File: src/rtl/frame_buf_sched_if.sv
// frame_buf_sched_if: bundles calibration, camera/display frame strobes, load pulses, bank windows, frame_valid and event counters between scheduler and its user
interface frame_buf_sched_if;
  logic        init_calib_complete;
  logic        wr_frame_start;
  logic        wr_word_valid;
  logic        rd_frame_start;
  logic        wr_load;
  logic        rd_load;
  logic [28:0] wr_addr_min;
  logic [28:0] wr_addr_max;
  logic [28:0] rd_addr_min;
  logic [28:0] rd_addr_max;
  logic [1:0]  wr_bank;
  logic [1:0]  rd_bank;
  logic        frame_valid;
  logic [15:0] ovw_cnt;
  logic [15:0] short_cnt;
  modport master (
    output init_calib_complete, wr_frame_start, wr_word_valid, rd_frame_start,
    input  wr_load, rd_load, wr_addr_min, wr_addr_max, rd_addr_min, rd_addr_max,
    input  wr_bank, rd_bank, frame_valid, ovw_cnt, short_cnt
  );
  modport slave (
    input  init_calib_complete, wr_frame_start, wr_word_valid, rd_frame_start,
    output wr_load, rd_load, wr_addr_min, wr_addr_max, rd_addr_min, rd_addr_max,
    output wr_bank, rd_bank, frame_valid, ovw_cnt, short_cnt
  );
endinterface

File: src/rtl/frame_buf_sched.sv
// frame_buf_sched: triple-buffer DDR3 bank scheduler (clk, reset, bus.slave: calib/start/word strobes in; load pulses, bank windows, frame_valid, ovw/short counters out)
module frame_buf_sched #(
  parameter int FRAME_WORDS = 2073600,
  parameter int FRAME_SPAN  = 2073600,
  parameter int BANK_STRIDE = 4194304
) (
  input logic           clk,
  input logic           reset,
  frame_buf_sched_if.slave bus
);
  typedef enum logic {WAIT_CALIB, RUN} top_t;
  typedef enum logic {W_IDLE, W_ACTIVE} wr_t;
  localparam logic [28:0] A1 = 29'(BANK_STRIDE);
  localparam logic [28:0] A2 = 29'(2 * BANK_STRIDE);
  localparam logic [28:0] M0 = 29'(FRAME_SPAN);
  localparam logic [28:0] M1 = 29'(BANK_STRIDE + FRAME_SPAN);
  localparam logic [28:0] M2 = 29'(2 * BANK_STRIDE + FRAME_SPAN);
  top_t        top;
  wr_t         wst;
  logic [23:0] cnt;
  logic [1:0]  latest;
  logic        fresh;
  logic        full, commit, take, run_ok;
  logic [1:0]  n_lat, n_rd, n_wr;
  function automatic logic [28:0] amin(input logic [1:0] b);
    return b == 2'd1 ? A1 : b == 2'd2 ? A2 : 29'd0;
  endfunction
  function automatic logic [28:0] amax(input logic [1:0] b);
    return b == 2'd1 ? M1 : b == 2'd2 ? M2 : M0;
  endfunction
  always_comb begin
    run_ok = top == RUN && bus.init_calib_complete;
    full   = wst == W_ACTIVE && cnt == 24'(FRAME_WORDS);
    commit = bus.wr_frame_start && full;
    take   = bus.rd_frame_start && (commit || fresh);
    n_lat  = commit ? bus.wr_bank : latest;
    n_rd   = take ? n_lat : bus.rd_bank;
    n_wr   = !commit ? bus.wr_bank : take ? bus.rd_bank : 2'd3 - bus.wr_bank - bus.rd_bank;
  end
  always_ff @(posedge clk) begin
    if (reset || !run_ok) begin
      top             <= (!reset && bus.init_calib_complete) ? RUN : WAIT_CALIB;
      wst             <= W_IDLE;
      cnt             <= '0;
      latest          <= '0;
      fresh           <= 1'b0;
      bus.wr_load     <= 1'b0;
      bus.rd_load     <= 1'b0;
      bus.wr_bank     <= 2'd0;
      bus.rd_bank     <= 2'd2;
      bus.wr_addr_min <= 29'd0;
      bus.wr_addr_max <= M0;
      bus.rd_addr_min <= A2;
      bus.rd_addr_max <= M2;
      bus.frame_valid <= 1'b0;
      if (reset) begin
        bus.ovw_cnt   <= '0;
        bus.short_cnt <= '0;
      end
    end else begin
      bus.wr_load     <= bus.wr_frame_start;
      bus.rd_load     <= bus.rd_frame_start;
      wst             <= bus.wr_frame_start ? W_ACTIVE : wst;
      cnt             <= bus.wr_frame_start ? '0 :
                         (wst == W_ACTIVE && bus.wr_word_valid && cnt != '1) ? cnt + 24'd1 : cnt;
      latest          <= n_lat;
      fresh           <= take ? 1'b0 : commit ? 1'b1 : fresh;
      bus.wr_bank     <= n_wr;
      bus.rd_bank     <= n_rd;
      bus.wr_addr_min <= amin(n_wr);
      bus.wr_addr_max <= amax(n_wr);
      bus.rd_addr_min <= amin(n_rd);
      bus.rd_addr_max <= amax(n_rd);
      bus.frame_valid <= bus.frame_valid | commit;
      bus.ovw_cnt     <= (commit && fresh && bus.ovw_cnt != '1) ? bus.ovw_cnt + 16'd1 : bus.ovw_cnt;
      bus.short_cnt   <= (bus.wr_frame_start && wst == W_ACTIVE && !full && bus.short_cnt != '1) ?
                         bus.short_cnt + 16'd1 : bus.short_cnt;
    end
  end
endmodule

File: src/flat_wrapper.sv
// flat-port wrapper written by rule: the top's interface ports become plain ports
module frame_buf_sched_flat 
#(
  parameter int FRAME_WORDS = 2073600,
  parameter int FRAME_SPAN  = 2073600,
  parameter int BANK_STRIDE = 4194304
)
  (clk, reset, bus_init_calib_complete, bus_wr_frame_start, bus_wr_word_valid, bus_rd_frame_start, bus_wr_load, bus_rd_load, bus_wr_addr_min, bus_wr_addr_max, bus_rd_addr_min, bus_rd_addr_max, bus_wr_bank, bus_rd_bank, bus_frame_valid, bus_ovw_cnt, bus_short_cnt);
  frame_buf_sched_if bus_i ();
  input logic clk;
  input logic reset;
  input wire logic [$bits(bus_i.init_calib_complete)-1:0] bus_init_calib_complete;
  input wire logic [$bits(bus_i.wr_frame_start)-1:0] bus_wr_frame_start;
  input wire logic [$bits(bus_i.wr_word_valid)-1:0] bus_wr_word_valid;
  input wire logic [$bits(bus_i.rd_frame_start)-1:0] bus_rd_frame_start;
  output wire logic [$bits(bus_i.wr_load)-1:0] bus_wr_load;
  output wire logic [$bits(bus_i.rd_load)-1:0] bus_rd_load;
  output wire logic [$bits(bus_i.wr_addr_min)-1:0] bus_wr_addr_min;
  output wire logic [$bits(bus_i.wr_addr_max)-1:0] bus_wr_addr_max;
  output wire logic [$bits(bus_i.rd_addr_min)-1:0] bus_rd_addr_min;
  output wire logic [$bits(bus_i.rd_addr_max)-1:0] bus_rd_addr_max;
  output wire logic [$bits(bus_i.wr_bank)-1:0] bus_wr_bank;
  output wire logic [$bits(bus_i.rd_bank)-1:0] bus_rd_bank;
  output wire logic [$bits(bus_i.frame_valid)-1:0] bus_frame_valid;
  output wire logic [$bits(bus_i.ovw_cnt)-1:0] bus_ovw_cnt;
  output wire logic [$bits(bus_i.short_cnt)-1:0] bus_short_cnt;
  assign bus_i.init_calib_complete = bus_init_calib_complete;
  assign bus_i.wr_frame_start = bus_wr_frame_start;
  assign bus_i.wr_word_valid = bus_wr_word_valid;
  assign bus_i.rd_frame_start = bus_rd_frame_start;
  assign bus_wr_load = bus_i.wr_load;
  assign bus_rd_load = bus_i.rd_load;
  assign bus_wr_addr_min = bus_i.wr_addr_min;
  assign bus_wr_addr_max = bus_i.wr_addr_max;
  assign bus_rd_addr_min = bus_i.rd_addr_min;
  assign bus_rd_addr_max = bus_i.rd_addr_max;
  assign bus_wr_bank = bus_i.wr_bank;
  assign bus_rd_bank = bus_i.rd_bank;
  assign bus_frame_valid = bus_i.frame_valid;
  assign bus_ovw_cnt = bus_i.ovw_cnt;
  assign bus_short_cnt = bus_i.short_cnt;
  frame_buf_sched #(.FRAME_WORDS(FRAME_WORDS), .FRAME_SPAN(FRAME_SPAN), .BANK_STRIDE(BANK_STRIDE)) u_core (.clk(clk), .reset(reset), .bus(bus_i));
endmodule
File: config.mk
export PLATFORM = sky130hd
export DESIGN_NAME = frame_buf_sched_flat
export DESIGN_NICKNAME = d
export VERILOG_FILES = /design/src/rtl/frame_buf_sched_if.sv /design/src/rtl/frame_buf_sched.sv /design/src/flat_wrapper.sv
export SDC_FILE = /design/constraint.sdc
export NUM_CORES = 1
export LEC_CHECK = 0
export CORE_MARGIN = 2
export CORE_UTILIZATION = 40
export CTS_CLUSTER_SIZE = 16
export DETAILED_ROUTE_END_ITERATION = 16
export GPL_TIMING_DRIVEN = 0
export PLACE_DENSITY = 0.84
export SYNTH_ARGS = -nofsm -noshare
export SYNTH_HDL_FRONTEND = slang
export SYNTH_SLANG_ARGS = --single-unit
File: constraint.sdc
create_clock -name clk -period 3.1 [get_ports clk]
set_clock_uncertainty 0.15 [all_clocks]
set_input_delay 0.62 -clock clk [delete_from_list [all_inputs] [get_ports clk]]
set_output_delay 0.62 -clock clk [all_outputs]
set_load 0.03 [all_outputs]
# Word level (Yosys, flattened, before mapping)

Cells that the tools add are included.

Output and inout bits: 155
Register bits after elaboration: 174
Bits of input ports: 6

$add $sub $neg: 5
Reduce and logical (&&, ||, !) cells: 25
Mux-type cells: 18
Bitwise operators: 1
Equal/unequal tests: 9

Operator list:

| cell                                                                    | number |
|---|---|
| 24-bit 2-to-1 mux                                                       | 6 |
| 16-bit 2-to-1 mux                                                       | 5 |
| 23-bit 2-to-1 mux                                                       | 2 |
| 16-bit by 1-bit adder with 16-bit output, second input constant         | 2 |
| 16-bit != test, second input constant                                   | 2 |
| 24-bit by 1-bit adder with 24-bit output, second input constant         | 1 |
| 24-bit by 21-bit equality test with 1-bit output, second input constant | 1 |
| 24-bit != test, second input constant                                   | 1 |
| 1-bit logical AND                                                       | 12 |
| 2-bit 2-to-1 mux                                                        | 4 |
| 2-bit OR reduction                                                      | 4 |
| 2-bit by 1-bit equality test with 1-bit output, second input constant   | 2 |
| 2-bit equality test, second input constant                              | 2 |
| 2-bit AND reduction                                                     | 2 |
| 2-bit nonzero test                                                      | 2 |
| 1-bit logical NOT                                                       | 3 |
| 1-bit logical OR                                                        | 2 |
| 2-bit != test, second input constant                                    | 1 |
| 2-bit subtractor                                                        | 1 |
| 2-bit subtractor, first input constant                                  | 1 |
| 1-bit 2-to-1 mux                                                        | 1 |
| 1-bit bitwise OR                                                        | 1 |

# Longest topological paths before layout

Gate-level depths: netlist of the first run.

Depth after elaboration: 10
Gate-level depth with buffers: 7
Mapped depth without buffers: 7

# Least setup slack after synthesis of the first run

Ideal clock, no wire load.

Path type: reg2reg
Start: register u_core.bus.short_cnt[0]
End: register u_core.bus.short_cnt[0], enable pin
Period minus slack after synthesis: 2.560 ns
Slack: 0.540 ns
Library setup time: 0.392 ns
Path buffers: 0
Stages on the path, launching flop included: 7
Arrival: 2.018 ns
Cell sequence: edfxtp_1 -> ha_1 -> inv_1 -> nor3_1 -> nand2b_1 -> o211ai_1 -> o21bai_1

Longest elaborated chain between the ends: 4

Ends and longest elaborated chain:

| item                                 | line                     | RTL |
|---|---|---|
| start, declared                      | frame_buf_sched_if.sv:26 | `output wr_bank, rd_bank, frame_valid, ovw_cnt, short_cnt` |
| start signal, assigned               | frame_buf_sched.sv:76    | `bus.short_cnt <= (bus.wr_frame_start && wst == W_ACTIVE && !full && bus.short_cnt != '1) ?` |
| 16-bit != test                       | frame_buf_sched.sv:76    |  |
| 1-bit logical AND                    | frame_buf_sched.sv:76    |  |
| 2-bit nonzero test (no source line)  | --                       |  |
| 2-bit AND reduction (no source line) | --                       |  |

No other way between the ends.
A chain may end at the register's enable or synchronous reset.

# Final worst setup path of the first run

Start: input bus_init_calib_complete
End: register u_core.bus.short_cnt[13], enable pin

Longest elaborated chain between the ends: 5
Elaborated cells on any way between the ends: 6

Ends and longest elaborated chain:

| item                                                                 | line                  | RTL |
|---|---|---|
| start, declared                                                      | flat_wrapper.sv:12    | `input wire logic [$bits(bus_i.init_calib_complete)-1:0] bus_init_calib_complete;` |
| 1-bit logical AND (*)                                                | frame_buf_sched.sv:32 | `run_ok = top == RUN && bus.init_calib_complete;` |
| 1-bit logical NOT (*)                                                | frame_buf_sched.sv:41 | `if (reset \|\| !run_ok) begin` |
| 1-bit logical OR (*)                                                 | frame_buf_sched.sv:41 |  |
| 2-bit != test (no source line) or 2-bit nonzero test (tied branches) | --                    |  |
| 2-bit AND reduction (no source line) (*)                             | --                    |  |

Every way passes the cells marked *; elsewhere a longest branch is shown, timed or not.

==> results by group, run 1 <==
GRT
  – Vias in the first global route: 2972
  – Number of antenna violations at the first check in global routing: 0
  – First-pass GRT wire length: approximately 14 mm
  – Total global-route track usage: between 10% and 20%
  – Largest net degree at the start of global routing: 17
  – Total global routing overflow: 0

STA
  – RSZ-0062 raised after global routing: no
  – Setup Viol. Count Final: 0
  – Hold Fails Final Rpt: 0
  – Minimum clock period: 2.77 ns
  – Final Cycle Share: 89.2%
  – Worst slew pin tran: 0.841 ns
  – Final slew viol count: 0
  – Max Clock Freq: 0.362 GHz
  – Max-slew headroom: 43.9%
  – Final setup margin: 0.334 ns

Floorplanning
  – Area of the core region: around 11000 sq um
  – DIE HEIGHT: 109 um
  – Initial Util: 41.0%
  – Die width: 109 um
  – Core Rows: 38
  – I/O Pins: between 150 and 200
  – Die area: 12000 sq um

Critical path
  – Reg2reg path depth: 4
  – RR Startpoint: u_core.wst
  – Slowest-stage cell, CP: o21bai_2
  – Arr. time, crit path: 2.58 ns
  – CP Capture Type: flip-flop
  – Crit path max fanout: 16
  – Worst path depth: 6
  – CP Buf/Inv Count: 1
  – Crit-path max cell delay: 0.68 ns
  – Setup CP Type: in -> reg
  – Critical Path RT: 2.91 ns
  – Startpoint Class: input pin
  – Worst Setup SP: bus_init_calib_complete
  – Reg2reg end: u_core.bus.ovw_cnt[2]
  – Top delay family on crit path: compound AO/OA/AOI/OAI gates
  – Register-to-register setup slack: 0.43 ns
  – Crit path top cell by count: and2_1
  – CP Cell Sequence: clkdlybuf4s50_1, nor2b_1, and2_1, and2_1, o211ai_1, o21bai_2
  – Critical path endpoint: u_core.bus.short_cnt[13]

Logic synthesis
  – Cell taking the most area after synthesis: edfxtp_1
  – Yosys warning count: 0
  – Asr flop ratio synth: 0%
  – Cells after Synth: between 400 and 500
  – Library cells used by synthesis: 47
  – Synthesis-stage register bit count: 72
  – Synth Area per Inst: 9.11 sq um
  – Proportion of netlist area held by the largest area contributor: 22.3%
  – Largest cells by area after synthesis: edfxtp_1, buf_4, dfxtp_1, nor2_1, xnor2_1
  – Seq/Total Area, Yosys: 39.8%
  – Ys flop type: dfxtp_1
  – Synth cell count leaders: buf_4, nor2_1, dfxtp_1
  – Mapped Area: 4450 sq um
  – Number of synthesized flops with an enable pin: 33
  – Most frequent cell after synthesis: buf_4

Placement
  – I/O Buffers: 52
  – Placed Area: 5540 sq um
  – DP Wirelength: 6.56 mm
  – Pre-CTS setup slack: -0.505 ns
  – GPL Wtd Cong: 0.809
  – Total placed cells including tap cells: 786

Run
  – Max Cap Violations: 0

Layout
  – Final Net Count: between 600 and 700
  – Final Instance Count excl. Fillers: ~800
  – Ratio of cells with drive above 1 in the final layout: 21.3%
  – Layout area overhead: 29.4%
  – Design area: ~5800 sq um
  – Fillers: 970
  – Antenna diodes: 0

Status
  – Outcome: complete, no violations

Routing
  – Final wirelength: 8.66 mm
  – DRC viols: 0
  – Via density: 4.36
  – Initial detailed-routing violation count: 191
  – DR pass1 iterations: 4
  – Vias: between 3k and 4k
  – Detail Route Antenna Nets: 0
  – WL per Instance: 10.8 um

Clocking
  – Post-CTS setup repair buffer count: 0
  – Root buffer cell: clkbuf_8
  – CTS clk-pin slew, worst paths: ~0.07 ns
  – Clock Latency Late Sink: 0.34 ns
  – Maximum clock path buffer count: 2
  – Num CTS Buffers: 9
  – CTS tree: yes
  – CTS Sinks: 72
  – # H-tree levels: 3

Hold path
  – Hold Path Class: reg -> reg

Pwr
  – Sw Pwr: approximately 0.00064 W
  – Seq pwr share: between 40% and 50%
  – Int Power: 0.00160 W
  – VDD IR max: about 190 uV
  – Switching Share: 28.5%
  – PnR Total Power: 0.00224 W
  – Logic pwr share: 18.5%
  – Lkg Pwr: 2.40 nW
  – Clk pwr share: about 35%
  – PwrDens: approximately 400 nW/um^2
==> layout by cell type (no fill, tap or decap), types with 7 or more instances in the layout <==
master / synthesis / final
buf_4: 113 / 113
conb_1: 2 / 108
nor2_1: 69 / 69
clkdlybuf4s50_1: 0 / 52
dfxtp_1: 39 / 39
edfxtp_1: 33 / 33
nand2_1: 28 / 28
xnor2_1: 26 / 26
xor2_1: 18 / 18
nand3_1: 15 / 15
nand4_1: 14 / 14
a21oi_1: 13 / 13
clkbuf_8: 0 / 9
or3_1: 8 / 8
and2_1: 7 / 7
nor4_1: 7 / 7
nor3_1: 7 / 7
mux2i_1: 7 / 7
==> logic make-up (layout without fill, tap and decap cells) <==
family | after synthesis | count (layout) | share of synthesized area (%)
adders and majority gates | 5 | 5 | 1.41
DFF | 72 | 72 | 39.8
and+or+nand+nor | 184 | 184 | 21.2
other | 2 | 108 | 0.169
AOI/OAI and AO/OA | 41 | 41 | 6.19
xor gates and xnor gates | 44 | 44 | 8.67
buffers and inverters | 132 | 200 | 20.7
muxes | 8 | 8 | 1.83
==> area by class of cell <==
type	count	area, sq um	area share, %
plain buffers	125	896	15.6
clock buffers	9	124	2.15
clock inverters	7	86.3	1.50
inverters	7	26.3	0.457
multi-input cells	390	2150	37.4
flip-flops and latches	72	1770	30.8
well taps	140	175	3.04
repair buffers	52	520	9.05
==> how the worst min path moves through the flow <==
stage,startpoint,to,slack [ns],cells after the start
CTS,u_core.bus.frame_valid,u_core.bus.frame_valid,0.33,2
finish,u_core.bus.frame_valid,u_core.bus.frame_valid,0.33,2
floorplan,u_core.latest[0],u_core.latest[0],0.30,2
detailed placement,u_core.bus.frame_valid,u_core.bus.frame_valid,0.31,2
global placement,u_core.bus.frame_valid,u_core.bus.frame_valid,0.30,2
global route,u_core.bus.frame_valid,u_core.bus.frame_valid,0.37,2
==> sequential cells by signal (all words and copies together), names as in the netlist <==
signal and cells:
u_core.cnt 24, u_core.latest 2, u_core.wst 1, u_core.bus.frame_valid 1, u_core.bus.short_cnt 16, u_core.bus.ovw_cnt 16
u_core.top 1, u_core.bus.wr_bank 2, u_core.bus.wr_load 1, u_core.bus.rd_bank 2, u_core.bus.rd_load 1, u_core.bus.rd_addr_max 2
u_core.bus.wr_addr_max 2, u_core.fresh 1
==> worst register-to-register path, stage by stage, from the launching register on <==
cell and delay (ns):
dfxtp_1 0.47, nor4b_2 0.24, nand2_1 0.15, nor4_1 0.55
a41o_1 0.74
==> stage by stage <==
stage | util, % | TNS, ns | hold WS (ns)
2_1_floorplan | - | 0 | 0.302
3_3_place_gp | 51.1 | -6.95 | 0.300
3_5_place_dp | 51.1 | -8.07 | 0.313
4_1_cts | 53.1 | 0 | 0.332
5_1_grt | 53.1 | 0 | 0.372
6_report | 53.1 | 0 | 0.326
==> timing repair <==
| action | 4_1_cts | 5_1_grt |
|---|---|---|
| endpoints found under the setup margin | 16 | 0 |
| gates resized for setup | 1 | 0 |
| hold buffers | 0 | 0 |
==> per-layer routing <==
| metal | GRT usage (%) | vias to the layer above | share of wire, % |
|---|---|---|---|
| met5 | 0 | - | 0 |
| met4 | 6.06 | 0 | 1.4 |
| met3 | 3.44 | 12 | 7.5 |
| met2 | 24.2 | 115 | 49 |
| met1 | 17.6 | 1568 | 42 |
| li1 | - | 1804 | - |
==> power groups by stage <==
stage	clock, W	combinational, W	sequential, W
final	0.000793	0.000414	0.00104
after floorplan	0	0.000315	0.00109
after global routing	0.000850	0.000443	0.00104
after CTS	0.000810	0.000410	0.00104
after detailed placement	0	0.000409	0.00106
after global placement	0	0.000407	0.00106
(Power assumes the default switching activity.)
==> run 2, diff against run 1 <==
--- a/config.mk
+++ b/config.mk
@@ -7,6 +7,7 @@
 export LEC_CHECK = 0
 export CORE_MARGIN = 2
 export CORE_UTILIZATION = 40
+export CTS_BUF_LIST = sky130_fd_sc_hd__clkbuf_2
 export CTS_CLUSTER_SIZE = 16
 export DETAILED_ROUTE_END_ITERATION = 16
 export GPL_TIMING_DRIVEN = 0
==> results by group, run 2 (synthesis results as in run 1) <==
Clocking
  – Root buffer cell: clkbuf_2
  – CTS clk-pin slew, worst paths: 0.19 ns (+0.12 ns)
  – CTS resizes: 0 (-1)
  – Num CTS Buffers: 9 (unchanged)
  – # H-tree levels: 3 (unchanged)
  – Post-CTS setup repair buffer count: 0 (unchanged)
  – Maximum clock path buffer count: 2 (unchanged)
  – Clock Latency Late Sink: 0.53 ns (+0.19 ns)
  – # hold bufs at CTS: 0 (unchanged)
  – CTS Sinks: 72 (unchanged)
  – CTS tree: yes

STA
  – Max-slew headroom: 44.4% (+0.52 points)
  – Hold Worst Slack: 0.348 ns (+0.0220 ns)
  – Final setup margin: 0.438 ns (+0.104 ns)
  – Max Clock Freq: 0.376 GHz (+3.9%)
  – Minimum clock period: 2.66 ns (-0.104 ns)
  – RSZ-0062 raised after global routing: no
  – Hold Fails Final Rpt: 0 (unchanged)
  – Final slew viol count: 0 (unchanged)
  – Final Cycle Share: 85.9% (-3.4 points)
  – Worst slew pin tran: 0.833 ns (-0.00785 ns)
  – Setup Viol. Count Final: 0 (unchanged)

GRT
  – Number of antenna violations at the first check in global routing: 0 (unchanged)
  – Largest net degree at the start of global routing: 17 (unchanged)
  – Vias in the first global route: 2962 (-0.34%)
  – Total global routing overflow: 0 (unchanged)
  – First-pass GRT wire length: 13.6 mm (-0.50%)
  – Total global-route track usage: 14.4% (about the same)

Pwr
  – Switching Share: 30.8% (+2.3 points)
  – Int Power: 0.00142 W (-11%)
  – Sw Pwr: 0.000631 W (-1.4%)
  – Lkg Pwr: 2.38 nW (-1.1%)
  – Seq pwr share: 50.6% (+4.4 points)
  – Logic pwr share: 20.2% (+1.7 points)
  – VDD IR max: 181 uV (-5.0%)
  – Clk pwr share: 29.2% (-6.2 points)
  – PwrDens: 361 nW/um^2 (-7.3%)

Layout
  – Final Net Count: 668 (unchanged)
  – Ratio of cells with drive above 1 in the final layout: 21.3% (unchanged)
  – Largest register FFs: 24 (unchanged)
  – Antenna diodes: 0 (unchanged)
  – Design area: 5680 sq um (-1.4%)
  – Fillers: 987 (+1.8%)
  – Largest registers: u_core.cnt (24), u_core.bus.ovw_cnt (16), u_core.bus.short_cnt (16)
  – Post-Route Utilization: 52.4% (-0.73 points)
  – Most common cell after layout, fill and taps aside: buf_4
  – Commonest cells after routing, fill and taps aside: buf_4, conb_1, nor2_1, clkdlybuf4s50_1, dfxtp_1
  – Largest register by flop count: u_core.cnt
  – Layout area overhead: 27.6%

Routing
  – DR pass1 iterations: 4 (unchanged)
  – Detail Route Antenna Nets: 0 (unchanged)
  – WL per Instance: 10.9 um (+0.82%)
  – Vias: 3483 (-0.46%)
  – Final wirelength: 8.73 mm (+0.82%)
  – Initial detailed-routing violation count: 201 (+5.2%)
  – Via density: 4.34 (-0.46%)
  – DRC viols: 0 (unchanged)

Floorplanning
  – Die width: 109 um (unchanged)
  – Die area: 12000 sq um (unchanged)
  – Core Rows: 38 (unchanged)
  – Area of the core region: 10800 sq um (unchanged)
  – DIE HEIGHT: 109 um (unchanged)
  – I/O Pins: 161 (unchanged)
  – Initial Util: 41.0% (unchanged)

Critical path
  – Startpoint Class: flip-flop
  – Crit path max fanout: 16 (unchanged)
  – Critical path endpoint: u_core.bus.ovw_cnt[2]
  – CP Capture Type: flip-flop
  – Register-to-register setup slack: 0.44 ns (about the same)
  – Worst Setup SP: u_core.cnt[3]
  – Reg2reg path depth: 4 (unchanged)
  – Arr. time, crit path: 2.70 ns (+0.12 ns)
  – Reg2reg end: u_core.bus.ovw_cnt[2]
  – RR Startpoint: u_core.cnt[3]
  – Critical Path RT: 3.14 ns (+0.23 ns)
  – Setup CP Type: reg -> reg

Placement
  – GPL Wtd Cong: 0.809 (unchanged)
  – Pre-CTS setup slack: -0.505 ns (unchanged)
  – DP Wirelength: 6.56 mm (unchanged)
  – I/O Buffers: 52 (unchanged)
  – Placed Area: 5540 sq um (unchanged)

Run
  – Max Cap Violations: 0 (unchanged)

Hold path
  – Hold Path Class: reg -> reg

Status
  – Outcome: complete, no violations
==> run 2: cell types whose count changed in the layout (fill, tap and decap cells not counted) <==
cell and change:
clkbuf_8 -9, clkbuf_2 +9
==> run 2: critical path, stage by stage, from the launching register on <==
cell,delay (ns)
dfxtp_1,0.40
nor4_1,0.34
nand2_1,0.18
nor4_1,0.52
a41o_1,0.72
==> run 2: how the worst min path moves through the flow <==
stage                                      start                endpoint  slack [ns]  cells past startpoint
after floorplan                 u_core.latest[0]        u_core.latest[0]        0.30                      2
after global placement    u_core.bus.frame_valid  u_core.bus.frame_valid        0.30                      2
after detailed placement  u_core.bus.frame_valid  u_core.bus.frame_valid        0.31                      2
after CTS                 u_core.bus.frame_valid  u_core.bus.frame_valid        0.35                      2
after global routing      u_core.bus.frame_valid  u_core.bus.frame_valid        0.40                      2
final                     u_core.bus.frame_valid  u_core.bus.frame_valid        0.35                      2
==> run 2: metrics by stage <==
| step | total power [W] | std cells | setup TNS (ns) |
|---|---|---|---|
| floorplan | 0.00140 | 594 | 0 |
| global placement | 0.00146 | 786 | -6.95 |
| detailed placement | 0.00147 | 786 | -8.07 |
| CTS | 0.00206 | 802 | 0 |
| global route | 0.00214 | 802 | 0 |
| finish | 0.00205 | 802 | 0 |
==> run 2: power by group through the flow <==
stage | registers, W | clock network, W | logic, W
global placement | 0.00106 | 0 | 0.000407
CTS | 0.00104 | 0.000608 | 0.000410
finish | 0.00104 | 0.000598 | 0.000414
global route | 0.00104 | 0.000650 | 0.000443
detailed placement | 0.00106 | 0 | 0.000409
floorplan | 0.00109 | 0 | 0.000315
==> run 2: area by class of cell <==
cell class / count / area, sq um / share of cell area, %
clock buffer: 9 / 45.0 / 0.794
timing repair buffer: 52 / 520 / 9.17
sequential: 72 / 1770 / 31.2
tap: 140 / 175 / 3.09
multi-input combinational: 390 / 2150 / 38.0
clock inverter: 7 / 86.3 / 1.52
inverter: 7 / 26.3 / 0.463
buffer: 125 / 896 / 15.8
==> run 2: routing by layer <==
layer,vias to the layer above,GRT usage [%],share of wire [%]
li1,1800,-,-
met2,114,24.0,49
met1,1556,17.5,42
met3,13,4.15,7.9
met5,-,0,0
met4,0,5.52,1.4
